--- src/rtl/sd_dma_arbiter.sv ---
`default_nettype none
// ============================================================================
// Module   : sd_dma_arbiter
// Purpose  : Round-robin arbiter sharing one host SD block channel between
//            NREQ block-device requesters, with ack/strobe routing and CPU stall.
// Revision : 1.0 - initial release
// ============================================================================
module sd_dma_arbiter #(
    parameter int               NREQ      = 3,
    parameter logic [NREQ-1:0]  WAIT_MASK = 3'b010,
    parameter logic [23:0]      TIMEOUT   = 24'd1000000
) (
    input  logic                 clk,
    input  logic                 reset,
    input  logic [NREQ-1:0]      req_rd,
    input  logic [NREQ-1:0]      req_wr,
    input  logic [32*NREQ-1:0]   req_lba,
    output logic [NREQ-1:0]      req_ack,
    output logic [NREQ-1:0]      req_buff_wr,
    output logic [NREQ-1:0]      req_done,
    output logic [NREQ-1:0]      req_err,
    output logic [NREQ-1:0]      grant,
    output logic [31:0]          host_lba,
    output logic                 host_rd,
    output logic                 host_wr,
    input  logic                 host_ack,
    input  logic                 host_buff_wr,
    output logic                 busy,
    output logic                 cpu_wait
);

    localparam int c_IW = (NREQ > 1) ? $clog2(NREQ) : 1;

    typedef enum logic [1:0] {
        S_IDLE = 2'd0,
        S_REQ  = 2'd1,
        S_XFER = 2'd2,
        S_DONE = 2'd3
    } state_t;

    state_t            r_state, w_state;
    logic [NREQ-1:0]   r_pend_rd, r_pend_wr, w_pend_rd, w_pend_wr;
    logic [NREQ-1:0]   w_clr_rd, w_clr_wr;
    logic [c_IW-1:0]   r_rr_last, w_rr_last;
    logic [c_IW-1:0]   r_gidx, w_gidx;
    logic [NREQ-1:0]   r_grant, w_grant;
    logic [31:0]       r_lba, w_lba;
    logic              r_rd, w_rd, r_wr, w_wr, r_is_wr, w_is_wr;
    logic [NREQ-1:0]   r_err, w_err;
    logic [23:0]       r_cnt, w_cnt;

    logic [NREQ-1:0]   w_pend_any;
    logic              w_found;
    logic [c_IW-1:0]   w_win, w_idx;

    // Round-robin search starting just after the last serviced requester
    always_comb begin
        w_pend_any = r_pend_rd | r_pend_wr;
        w_found    = 1'b0;
        w_win      = '0;
        w_idx      = '0;
        for (int k = 1; k <= NREQ; k++) begin
            w_idx = c_IW'((int'(r_rr_last) + k) % NREQ);
            if (!w_found && w_pend_any[w_idx]) begin
                w_found = 1'b1;
                w_win   = w_idx;
            end
        end
    end

    always_comb begin
        w_state   = r_state;
        w_grant   = r_grant;
        w_gidx    = r_gidx;
        w_lba     = r_lba;
        w_rd      = r_rd;
        w_wr      = r_wr;
        w_is_wr   = r_is_wr;
        w_cnt     = r_cnt;
        w_rr_last = r_rr_last;
        w_err     = '0;
        w_clr_rd  = '0;
        w_clr_wr  = '0;
        case (r_state)
            S_IDLE: begin
                if (w_found) begin
                    w_gidx  = w_win;
                    w_grant = NREQ'(1) << w_win;
                    w_lba   = req_lba[{w_win, 5'b0} +: 32];
                    w_is_wr = r_pend_wr[w_win];
                    w_wr    = r_pend_wr[w_win];
                    w_rd    = ~r_pend_wr[w_win];
                    w_cnt   = '0;
                    w_state = S_REQ;
                end
            end
            S_REQ: begin
                if (host_ack) begin
                    w_rd    = 1'b0;
                    w_wr    = 1'b0;
                    if (r_is_wr) w_clr_wr = r_grant;
                    else         w_clr_rd = r_grant;
                    w_state = S_XFER;
                end else if ((TIMEOUT != 24'd0) && (r_cnt == TIMEOUT - 24'd1)) begin
                    w_rd      = 1'b0;
                    w_wr      = 1'b0;
                    if (r_is_wr) w_clr_wr = r_grant;
                    else         w_clr_rd = r_grant;
                    w_err     = r_grant;
                    w_grant   = '0;
                    w_rr_last = r_gidx;
                    w_state   = S_IDLE;
                end else begin
                    w_cnt = r_cnt + 24'd1;
                end
            end
            S_XFER: begin
                if (!host_ack) w_state = S_DONE;
            end
            S_DONE: begin
                w_rr_last = r_gidx;
                w_grant   = '0;
                w_state   = S_IDLE;
            end
            default: w_state = S_IDLE;
        endcase
        // A new request in the same cycle as a clear keeps the bit set
        w_pend_rd = (r_pend_rd & ~w_clr_rd) | req_rd;
        w_pend_wr = (r_pend_wr & ~w_clr_wr) | req_wr;
    end

    always_ff @(posedge clk or posedge reset) begin
        if (reset) begin
            r_state   <= S_IDLE;
            r_pend_rd <= '0;
            r_pend_wr <= '0;
            r_rr_last <= c_IW'(NREQ - 1);
            r_gidx    <= '0;
            r_grant   <= '0;
            r_lba     <= '0;
            r_rd      <= 1'b0;
            r_wr      <= 1'b0;
            r_is_wr   <= 1'b0;
            r_err     <= '0;
            r_cnt     <= '0;
        end else begin
            r_state   <= w_state;
            r_pend_rd <= w_pend_rd;
            r_pend_wr <= w_pend_wr;
            r_rr_last <= w_rr_last;
            r_gidx    <= w_gidx;
            r_grant   <= w_grant;
            r_lba     <= w_lba;
            r_rd      <= w_rd;
            r_wr      <= w_wr;
            r_is_wr   <= w_is_wr;
            r_err     <= w_err;
            r_cnt     <= w_cnt;
        end
    end

    assign grant       = r_grant;
    assign host_lba    = r_lba;
    assign host_rd     = r_rd;
    assign host_wr     = r_wr;
    assign req_err     = r_err;
    assign busy        = (r_state != S_IDLE);
    assign req_ack     = (r_state != S_IDLE) ? (r_grant & {NREQ{host_ack}}) : '0;
    assign req_buff_wr = (r_state == S_XFER) ? (r_grant & {NREQ{host_buff_wr}}) : '0;
    assign req_done    = (r_state == S_DONE) ? r_grant : '0;
    assign cpu_wait    = |(WAIT_MASK & (r_pend_rd | r_pend_wr | r_grant));

endmodule
`default_nettype wire
--- config.mk ---
export PLATFORM = sky130hd
export DESIGN_NAME = sd_dma_arbiter
export DESIGN_NICKNAME = d
export VERILOG_FILES = /design/src/rtl/sd_dma_arbiter.sv
export SDC_FILE = /design/constraint.sdc
export NUM_CORES = 1
export LEC_CHECK = 0
export BUFFER_PORTS_ARGS = -buffer_cell sky130_fd_sc_hd__buf_2
export CAP_MARGIN = 20
export CORE_UTILIZATION = 45
export CTS_BUF_LIST = sky130_fd_sc_hd__clkbuf_4
export DETAILED_ROUTE_END_ITERATION = 10
export PLACE_DENSITY = 0.74
export SETUP_SLACK_MARGIN = 0.4
export SLEW_MARGIN = 20
export SYNTH_ARGS = -nofsm -noshare
export SYNTH_HDL_FRONTEND = slang
export SYNTH_SLANG_ARGS = --single-unit
--- constraint.sdc ---
create_clock -name clk -period 5.5 [get_ports clk]
set_input_delay 0.55 -clock clk [delete_from_list [all_inputs] [get_ports clk]]
set_output_delay 0.55 -clock clk [all_outputs]
set_load 0.02 [all_outputs]
==> results of run 1 <==
==> state kept, by name, summed over array words and instances, names as in the netlist, named ones only <==
name       cells
r_state        1
r_rr_last      2
host_wr        1
r_is_wr        1
host_rd        1
r_pend_wr      3
req_err        3
r_cnt         24
host_lba      32
r_pend_rd      3
grant          3
r_gidx         2
==> report_power, final <==
group / internal (W) / total (W) / switching [W] / leakage [nW]
logic: 0.000567 / 0.00163 / 0.00106 / 1.39
registers: 0.000746 / 0.000904 / 0.000158 / 0.930
clock network: 0.000232 / 0.000446 / 0.000214 / 0.0928
==> placed cells by master, fill, tap and decap left out, types with 10 or more instances in the layout <==
| cell type | instances |
|---|---|
| a21oi_1 | 42 |
| nor2_1 | 58 |
| a221oi_1 | 32 |
| dfrtp_1 | 76 |
| nand2_1 | 55 |
| buf_2 | 156 |
| o21ai_0 | 14 |
| and3_1 | 10 |
==> metal layers <==
layer  track usage (%)  vias up  part of all wire [%]  wire (µm)
li1                  -     1977                     -          -
met1              31.8     1996                    43       4920
met2              38.3      177                    48       5430
met3              5.69       21                   7.1        813
met4              10.6        0                   2.3        264
met5                 0        -                     0          0
==> stage by stage <==
stage                     instances  total power [W]  setup WS, ns  area, µm²  hold slack (ns)
after global placement          700          0.00251          2.47       5050            0.466
after detailed placement        700          0.00254          2.41       5050            0.483
final                           717          0.00298          2.38       5250            0.144
after CTS                       716          0.00299          2.39       5240            0.157
after global routing            717          0.00322          2.10       5250            0.173
after floorplan                 460          0.00213          2.98       4250            0.445
==> how the worst min path moves through the flow <==
stage | from | to | slack (ns) | cells after the start
final | reset | host_lba[16]$_DFFE_PP0P_ | 0.14 | 2
after global routing | reset | host_lba[16]$_DFFE_PP0P_ | 0.17 | 2
after global placement | r_gidx[1]$_DFFE_PP0P_ | r_gidx[1]$_DFFE_PP0P_ | 0.47 | 1
after floorplan | r_gidx[0]$_DFFE_PP0P_ | r_gidx[0]$_DFFE_PP0P_ | 0.45 | 1
after CTS | reset | host_lba[16]$_DFFE_PP0P_ | 0.16 | 2
after detailed placement | r_gidx[1]$_DFFE_PP0P_ | r_gidx[1]$_DFFE_PP0P_ | 0.48 | 1
==> worst max-delay path, stage by stage (launching register included) <==
cell     delay [ns]
dfrtp_1        0.66
nor2_1         0.76
o41a_2         0.93
o21ai_0        0.19
a221o_1        0.34
o211a_1        0.12
==> final cells by class <==
| class | count | area [µm²] |
|---|---|---|
| Clock inverter | 7 | 123 |
| Tap cell | 111 | 139 |
| Clock buffer | 9 | 67.6 |
| Antenna cell | 1 | 2.50 |
| Fill cell | 831 | 3950 |
| Sequential cell | 77 | 1930 |
| Inverter | 10 | 37.5 |
| Multi-Input combinational cell | 344 | 2150 |
| Timing Repair Buffer | 158 | 796 |
==> kinds of logic after synthesis <==
family,Yosys count
compound gates,137
xor+xnor,11
fa+ha+maj,4
buf+inv,39
flops,77
mux,9
simple gates,183
==> flow_metrics.tcl, run 1 <==
set metrics [dict create \
    run_status "complete, no violations" \
    post_cts_buffers 0 \
    drt_wl_total_um 11400 \
    first_iter_violations 338 \
    overflow 0 \
    grt_pass1_wl_um 19000 \
    drive_above_1_share_pct 32.2 \
    grt_max_degree 53 \
    worstReg2RegEnd "host_wr$_DFFE_PP0P_" \
    required_ns 5.82 \
    dominantRegCellSynth "dfrtp_1" \
    ys_types 71 \
    synth_edf_count 0 \
    crit_arrival_ns 3.44 \
    endpoint_kind "flip-flop" \
    synth_top_family_by_area "compound AO/OA/AOI/OAI gates" \
    antenna_found_initial 1 \
    area_growth_syn_to_layout_pct 23.5 \
    timing.final.hold_violations 0 \
    vias_per_cell 5.82 \
    drc 0 \
    nets 710 \
    wire_per_inst_um 15.9 \
    hpwl_um 8070 \
    first_global_vias 4000 \
    synthCells 460 \
    start_util_pct 46.2 \
    clock.fmax_ghz 0.320 \
    finish.utilization_pct 57.1 \
    path_class "flip-flop to flip-flop" \
    reg2reg_slack_ns 2.38 \
    die-area_um2 9840 \
    hp-class "input pin to async pin" \
    r2r_start "r_state[0]$_DFFE_PP0P_" \
    cts_max_level 3 \
    synthTopCellsByArea "dfrtp_1, a221oi_1, nor2_1" \
    synth-async-reset-ratio_pct 100 \
    synth_compound_area_share_pct 23.2 \
    io_buffers 156 \
    cts_sinks 77 \
    p_leak_nw 2.41 \
    ios 157 \
    insertion_delay_ns 0.43 \
    fin_skew_ns 0.0253 \
    yosysSeqAreaShare_pct 45.4 \
    core_area_um2 9200 \
    p_per_area_nw_per_um2 568 \
    grt.total_usage_pct 24.2 \
    die_h_um 99.2 \
    finalSetupViolations 0 \
    yosysMostFrequentCell "dfrtp_1" \
    finalCritPeriodShare_pct 56.8 \
    synth_area_per_cell_um2 9.24 \
    rr_worst_depth 5 \
    clock_path_buffers 2 \
    cts_resized 0 \
    relSlewSlack_pct 31.5 \
    numCtsBuffers 9 \
    min_period_ns 3.12 \
    place_congestion 0.965 \
    synthAdderAreaFrac_pct 1.18 \
    yosys_warnings 0 \
    path_clk_slew_ns 0.14 \
    cts_tree "built" \
    finalMaxSlewViolations 0 \
    ctsRootBufferMaster "clkbuf_4" \
    vias 4171 \
    start_kind "flip-flop" \
    syn_area_um2 4250 \
    die_x_um 99.2 \
    cp-endpoint "host_wr$_DFFE_PP0P_" \
    crit_start "r_state[0]$_DFFE_PP0P_" \
    synthXorXnorAreaFrac_pct 2.27 \
    drtPass1Iterations 4 \
    cts-hold-fix-buffers 0 \
    synth_area_leader_cell "dfrtp_1" \
    setup-tns-final_ns 0 \
    worst_ir_drop_vdd_uv 316 \
    synth_fp_nets 570 \
    path_max_fanout 52 \
    ys_ff_latch 77 \
    synth_simple_gate_area_share_pct 21.5 \
    rows 35 \
    synth.area.mux_share_pct 2.30 \
    synthTopCellsByCount "dfrtp_1, nor2_1, nand2_1" \
    yosysTopAreaCellShare_pct 44.7 \
    rsz0062_at_grt "false" \
    ant_nets 0 \
    tightest_slew_ns 1.02 \
    maxCapViolations 0 \
]
Note: power is estimated with default switching activity, not from simulation.
==> run 2, diff against run 1 <==
PLACE_DENSITY = 0.77   (was 0.74)
clock period = 2.55 ns   (was 5.5 ns; I/O delays follow)
==> run 2 against run 1 <==
Power rose to 2.7 times the previous value. First-iteration DRC count down 28%. Wire length up 14%. Sequential share of layout area down 5.6 points. Largest power group unchanged. Highest routed layer unchanged.
==> flow_metrics.tcl, run 2 (same netlist as run 1, synthesis figures left out) <==
set metrics [dict create \
    run_status "complete, no violations" \
    finalCritPeriodShare_pct 97.6 \
    endpoint_kind "flip-flop" \
    clock_path_buffers 2 \
    clock.fmax_ghz 0.402 \
    pwr-share-clk_pct 9.7 \
    insertion_delay_ns 0.44 \
    comb_power_share_pct 66.8 \
    core_area_um2 9200 \
    place_congestion 0.882 \
    first_iter_violations 244 \
    finalWorstSetupSlack_ns 0.0617 \
    power.net_switching_w 0.00383 \
    p_sw_share_pct 48.3 \
    vias_per_cell 5.78 \
    die_h_um 99.2 \
    die-area_um2 9840 \
    hpwl_um 8310 \
    maxCapViolations 0 \
    drive_above_1_share_pct 47.3 \
    drt_wl_total_um 13000 \
    fin_hold_ws_ns 0.0374 \
    fillers 694 \
    fin_skew_ns 0.0164 \
    largest_register_ffs 32 \
    antenna_cells 0 \
    finalMaxSlewViolations 0 \
    ant_nets 0 \
    rows 35 \
    dp_slack_ns 0.0613 \
    first_global_vias 3931 \
    antenna_found_initial 0 \
    drtPass1Iterations 4 \
    relSlewSlack_pct 44.5 \
    start_kind "flip-flop" \
    path_max_fanout 32 \
    p_leak_nw 2.80 \
    vias 4416 \
    dpl-instance-area_um2 5450 \
    hp-class "input pin to flip-flop" \
    grt_max_degree 41 \
    start_util_pct 46.2 \
    path_class "flip-flop to flip-flop" \
    overflow 0 \
    cts_tree "built" \
    tightest_slew_ns 0.830 \
    p_int_w 0.00409 \
    ios 157 \
    min_period_ns 2.49 \
    die_x_um 99.2 \
    numCtsBuffers 9 \
    io_buffers 156 \
    p_per_area_nw_per_um2 1280 \
    seqPwrFrac_pct 23.6 \
    fin_cells 764 \
    placed_cells 716 \
    finalSetupViolations 0 \
    ctsRootBufferMaster "clkbuf_4" \
    cts_max_level 3 \
    cts_sinks 77 \
    path_clk_slew_ns 0.13 \
    grt_pass1_wl_um 19000 \
    drc 0 \
    rsz0062_at_grt "true" \
    area_growth_syn_to_layout_pct 45.8 \
    grt.total_usage_pct 24.2 \
    timing.final.hold_violations 0 \
    layout_commonest_cell "buf_2" \
    worst_ir_drop_vdd_uv 975 \
    final_area_um2 6200 \
    required_ns 2.92 \
    final_cell_mix "buf_2, dfrtp_1, nand2_1, nor2_1, a21oi_1" \
    nets 758 \
    wire_per_inst_um 17.0 \
    crit_arrival_ns 2.85 \
]
==> run 2: changes by cell type in the layout (fill, tap and decap cells not counted), sizes merged <==
| cell | before | now |
|---|---|---|
| diode | 1 | 0 |
| dlygate4sd3 | 0 | 7 |
| buf | 158 | 198 |
| clkbuf | 9 | 12 |
| clkinv | 1 | 2 |
| inv | 11 | 9 |
| bufinv | 3 | 1 |
| clkinvlp | 2 | 3 |
==> run 2: power groups by stage <==
| stage | sequential [W] | combinational [W] | clock [W] |
|---|---|---|---|
| 2_1_floorplan | 0.00220 | 0.00299 | 0 |
| 3_3_place_gp | 0.00187 | 0.00418 | 0 |
| 3_5_place_dp | 0.00189 | 0.00433 | 0 |
| 4_1_cts | 0.00187 | 0.00468 | 0.000783 |
| 5_1_grt | 0.00191 | 0.00567 | 0.000843 |
| 6_report | 0.00187 | 0.00529 | 0.000768 |
==> run 2: path summary, 6_finish.rpt <==
| path | depth (start not counted) | endpoint | start | slack [ns] |
|---|---|---|---|---|
| worst max-delay path | 8 | host_lba[18]$_DFFE_PP0P_ | r_rr_last[1]$_DFFE_PP1P_ | 0.06 |
| worst min-delay path | 3 | host_lba[6]$_DFFE_PP0P_ | req_lba[6] | 0.04 |
| worst max register to register | 8 | host_lba[18]$_DFFE_PP0P_ | r_rr_last[1]$_DFFE_PP1P_ | 0.06 |
| worst min register to register | 1 | r_gidx[0]$_DFFE_PP0P_ | r_gidx[0]$_DFFE_PP0P_ | 0.49 |
| max in group asynchronous | 4 | r_cnt[8]$_DFFE_PP0P_ | reset | 1.37 |
| min in group asynchronous | 3 | host_lba[10]$_DFFE_PP0P_ | reset | 0.51 |
==> run 2: cell type report <==
class	instances	area [µm²]	area share [%]
Clock inverter	5	60.1	0.969
Tap cell	111	139	2.24
Timing Repair Buffer	206	1280	20.7
Clock buffer	11	82.6	1.33
Multi-Input combinational cell	344	2660	42.9
Inverter	10	45.0	0.727
Sequential cell	77	1930	31.1
==> run 2: per-stage QoR <==
step | power (W) | TNS, ns | utilization [%]
after floorplan | 0.00519 | 0 | -
after global placement | 0.00606 | 0 | 59.3
after detailed placement | 0.00622 | 0 | 59.3
after CTS | 0.00733 | 0 | 63.7
after global routing | 0.00842 | -0.0357 | 67.4
final | 0.00793 | 0 | 67.4
==> run 2: metal layers <==
metal | routed length [µm] | track usage (%)
met5 | 0 | 0
met4 | 274 | 8.03
met3 | 509 | 3.58
met2 | 6860 | 41.0
met1 | 5370 | 32.0
==> run 2: worst max-delay path, cell delays in order (launching register included) <==
cell and delay [ns]:
dfstp_2 0.60, ha_4 0.23, buf_4 0.17, o31a_1 0.33, a211oi_1 0.29, mux2_4 0.23
buf_6 0.25, nand2_1 0.13, a21oi_1 0.18
==> run 2: repair_timing <==
| action | 4_1_cts | 5_1_grt |
|---|---|---|
| setup endpoints to repair | 74 | 69 |
| setup buffers | 9 | 14 |
| gates resized for setup | 22 | 45 |
| hold endpoints to repair | 42 | 0 |
| cloned | 1 | 1 |
| hold buffers | 7 | 0 |
| pin swaps | 11 | 19 |
==> run 3, diff against run 2 <==
SETUP_SLACK_MARGIN = default   (was 0.4)
==> run 3 against run 2 <==
Sequential power barely moved. Sequential share of layout area rose by 2.9 points. Global-route usage rose by 1.3 points. Clock-buffer cell count fell by 2. Hold slack improved by 0.0044 ns. Clock skew fell by 0.0020 ns. Largest cell class unchanged.
==> flow_metrics.tcl, run 3 (same netlist as run 1, synthesis figures left out) <==
set metrics [dict create \
    vias 4331 \
    seqCellArea_um2 1930 \
    fillers 787 \
    clock.fmax_ghz 0.393 \
    path_class "flip-flop to flip-flop" \
    rows 35 \
    start_util_pct 46.2 \
    hpwl_um 8610 \
    relSlewSlack_pct 53.3 \
    core_area_um2 9200 \
    place_congestion 0.991 \
    finalMaxSlewViolations 0 \
    nets 741 \
    grt_max_degree 47 \
    antenna_found_initial 0 \
    largest_register_ffs 32 \
    endpoint_kind "flip-flop" \
    placed_cells 717 \
    layout_commonest_cell "buf_2" \
    finish.utilization_pct 61.5 \
    area_growth_syn_to_layout_pct 33.1 \
    die_h_um 99.2 \
    drc 0 \
    fin_skew_ns 0.0145 \
    worst_ir_drop_vdd_uv 1140 \
    antenna_cells 0 \
    die_x_um 99.2 \
    tightest_slew_ns 0.693 \
    drt_wl_total_um 12100 \
    clock_path_buffers 2 \
    insertion_delay_ns 0.42 \
    min_period_ns 2.54 \
    vias_per_cell 5.81 \
    final_cell_mix "buf_2, dfrtp_1, nor2_1" \
    path_clk_slew_ns 0.14 \
    crit_arrival_ns 2.86 \
    required_ns 2.86 \
    path_max_fanout 9 \
    timing.final.hold_violations 0 \
    wire_per_inst_um 16.2 \
    hp-class "input pin to flip-flop" \
    drtPass1Iterations 4 \
    run_status "complete, no violations" \
    ant_nets 0 \
    cts_sinks 77 \
    first_iter_violations 274 \
    fin_cells 746 \
    start_kind "flip-flop" \
    maxCapViolations 0 \
    multi_input_area_um2 2260 \
    numCtsBuffers 9 \
    drive_above_1_share_pct 36.2 \
    cts_max_level 3 \
    ios 157 \
    cts_tree "built" \
    rsz0062_at_grt "true" \
    die-area_um2 9840 \
    ctsRootBufferMaster "clkbuf_4" \
    overflow 0 \
    p_leak_nw 2.63 \
    grt_pass1_wl_um 19800 \
    finalSetupViolations 0 \
    p_per_area_nw_per_um2 1270 \
    finalCritPeriodShare_pct 99.8 \
    first_global_vias 4212 \
    io_buffers 156 \
    grt.total_usage_pct 25.5 \
]
[run 3: cell type report]
cell class	count	share of cell area (%)
inverter	10	0.663
timing repair buffer	189	19.3
multi-input combinational	344	39.9
clock buffer	9	1.19
tap	111	2.45
sequential	77	34.1
clock inverter	6	2.41
[run 3: stage by stage]
step	setup TNS, ns	hold WS (ns)	cell area [µm²]	total power, W	worst slack (ns)
2_1_floorplan	0	0.347	4250	0.00459	0.155
3_3_place_gp	0	0.363	5220	0.00567	0.0431
3_5_place_dp	-0.138	0.370	5220	0.00582	-0.0299
4_1_cts	-0.0140	0.0245	5520	0.00693	-0.0140
5_1_grt	-0.255	0.0217	5660	0.00769	-0.0475
6_report	0	0.0419	5660	0.00717	0.00627
[run 3: metal layers]
layer / global-route usage [%] / vias up / share of wire, %
met5: 0 / - / 0
met4: 9.73 / 0 / 2.2
met3: 4.50 / 26 / 7.5
met2: 43.9 / 211 / 50
met1: 32.1 / 2058 / 40
li1: - / 2036 / -
[run 3: path summary, 6_finish.rpt]
check,startpoint,to,slack [ns],depth (start not counted)
max in group asynchronous,reset,r_cnt[23]$_DFFE_PP0P_,1.64,4
min in group asynchronous,reset,host_lba[12]$_DFFE_PP0P_,0.44,4
min,req_lba[8],host_lba[8]$_DFFE_PP0P_,0.04,3
max reg2reg,r_rr_last[1]$_DFFE_PP1P_,r_cnt[16]$_DFFE_PP0P_,0.006,8
max,r_rr_last[1]$_DFFE_PP1P_,r_cnt[16]$_DFFE_PP0P_,0.006,8
min reg2reg,r_gidx[1]$_DFFE_PP0P_,r_gidx[1]$_DFFE_PP0P_,0.51,1
[run 3: power breakdown]
group	internal, W	switching [W]
Combinational	0.00168	0.00258
Clock	0.000591	0.000447
Sequential	0.00161	0.000268
Total	0.00388	0.00329
[run 3: critical path, cell delays in order (launching register included)]
cell      delay, ns
dfstp_2        0.61
ha_4           0.24
or2b_1         0.25
o22ai_2        0.14
or4_4          0.54
buf_6          0.15
o211ai_4       0.25
xor2_1         0.19
nor2_1         0.06
[run 3: timing repair]
| item | in CTS | in global routing |
|---|---|---|
| setup endpoints to repair | 41 | 44 |
| endpoints found under the hold margin | 82 | 0 |
| hold buffers | 7 | 0 |
| setup buffers | 0 | 7 |
| gates resized for setup | 5 | 17 |
| pin swaps | 2 | 7 |
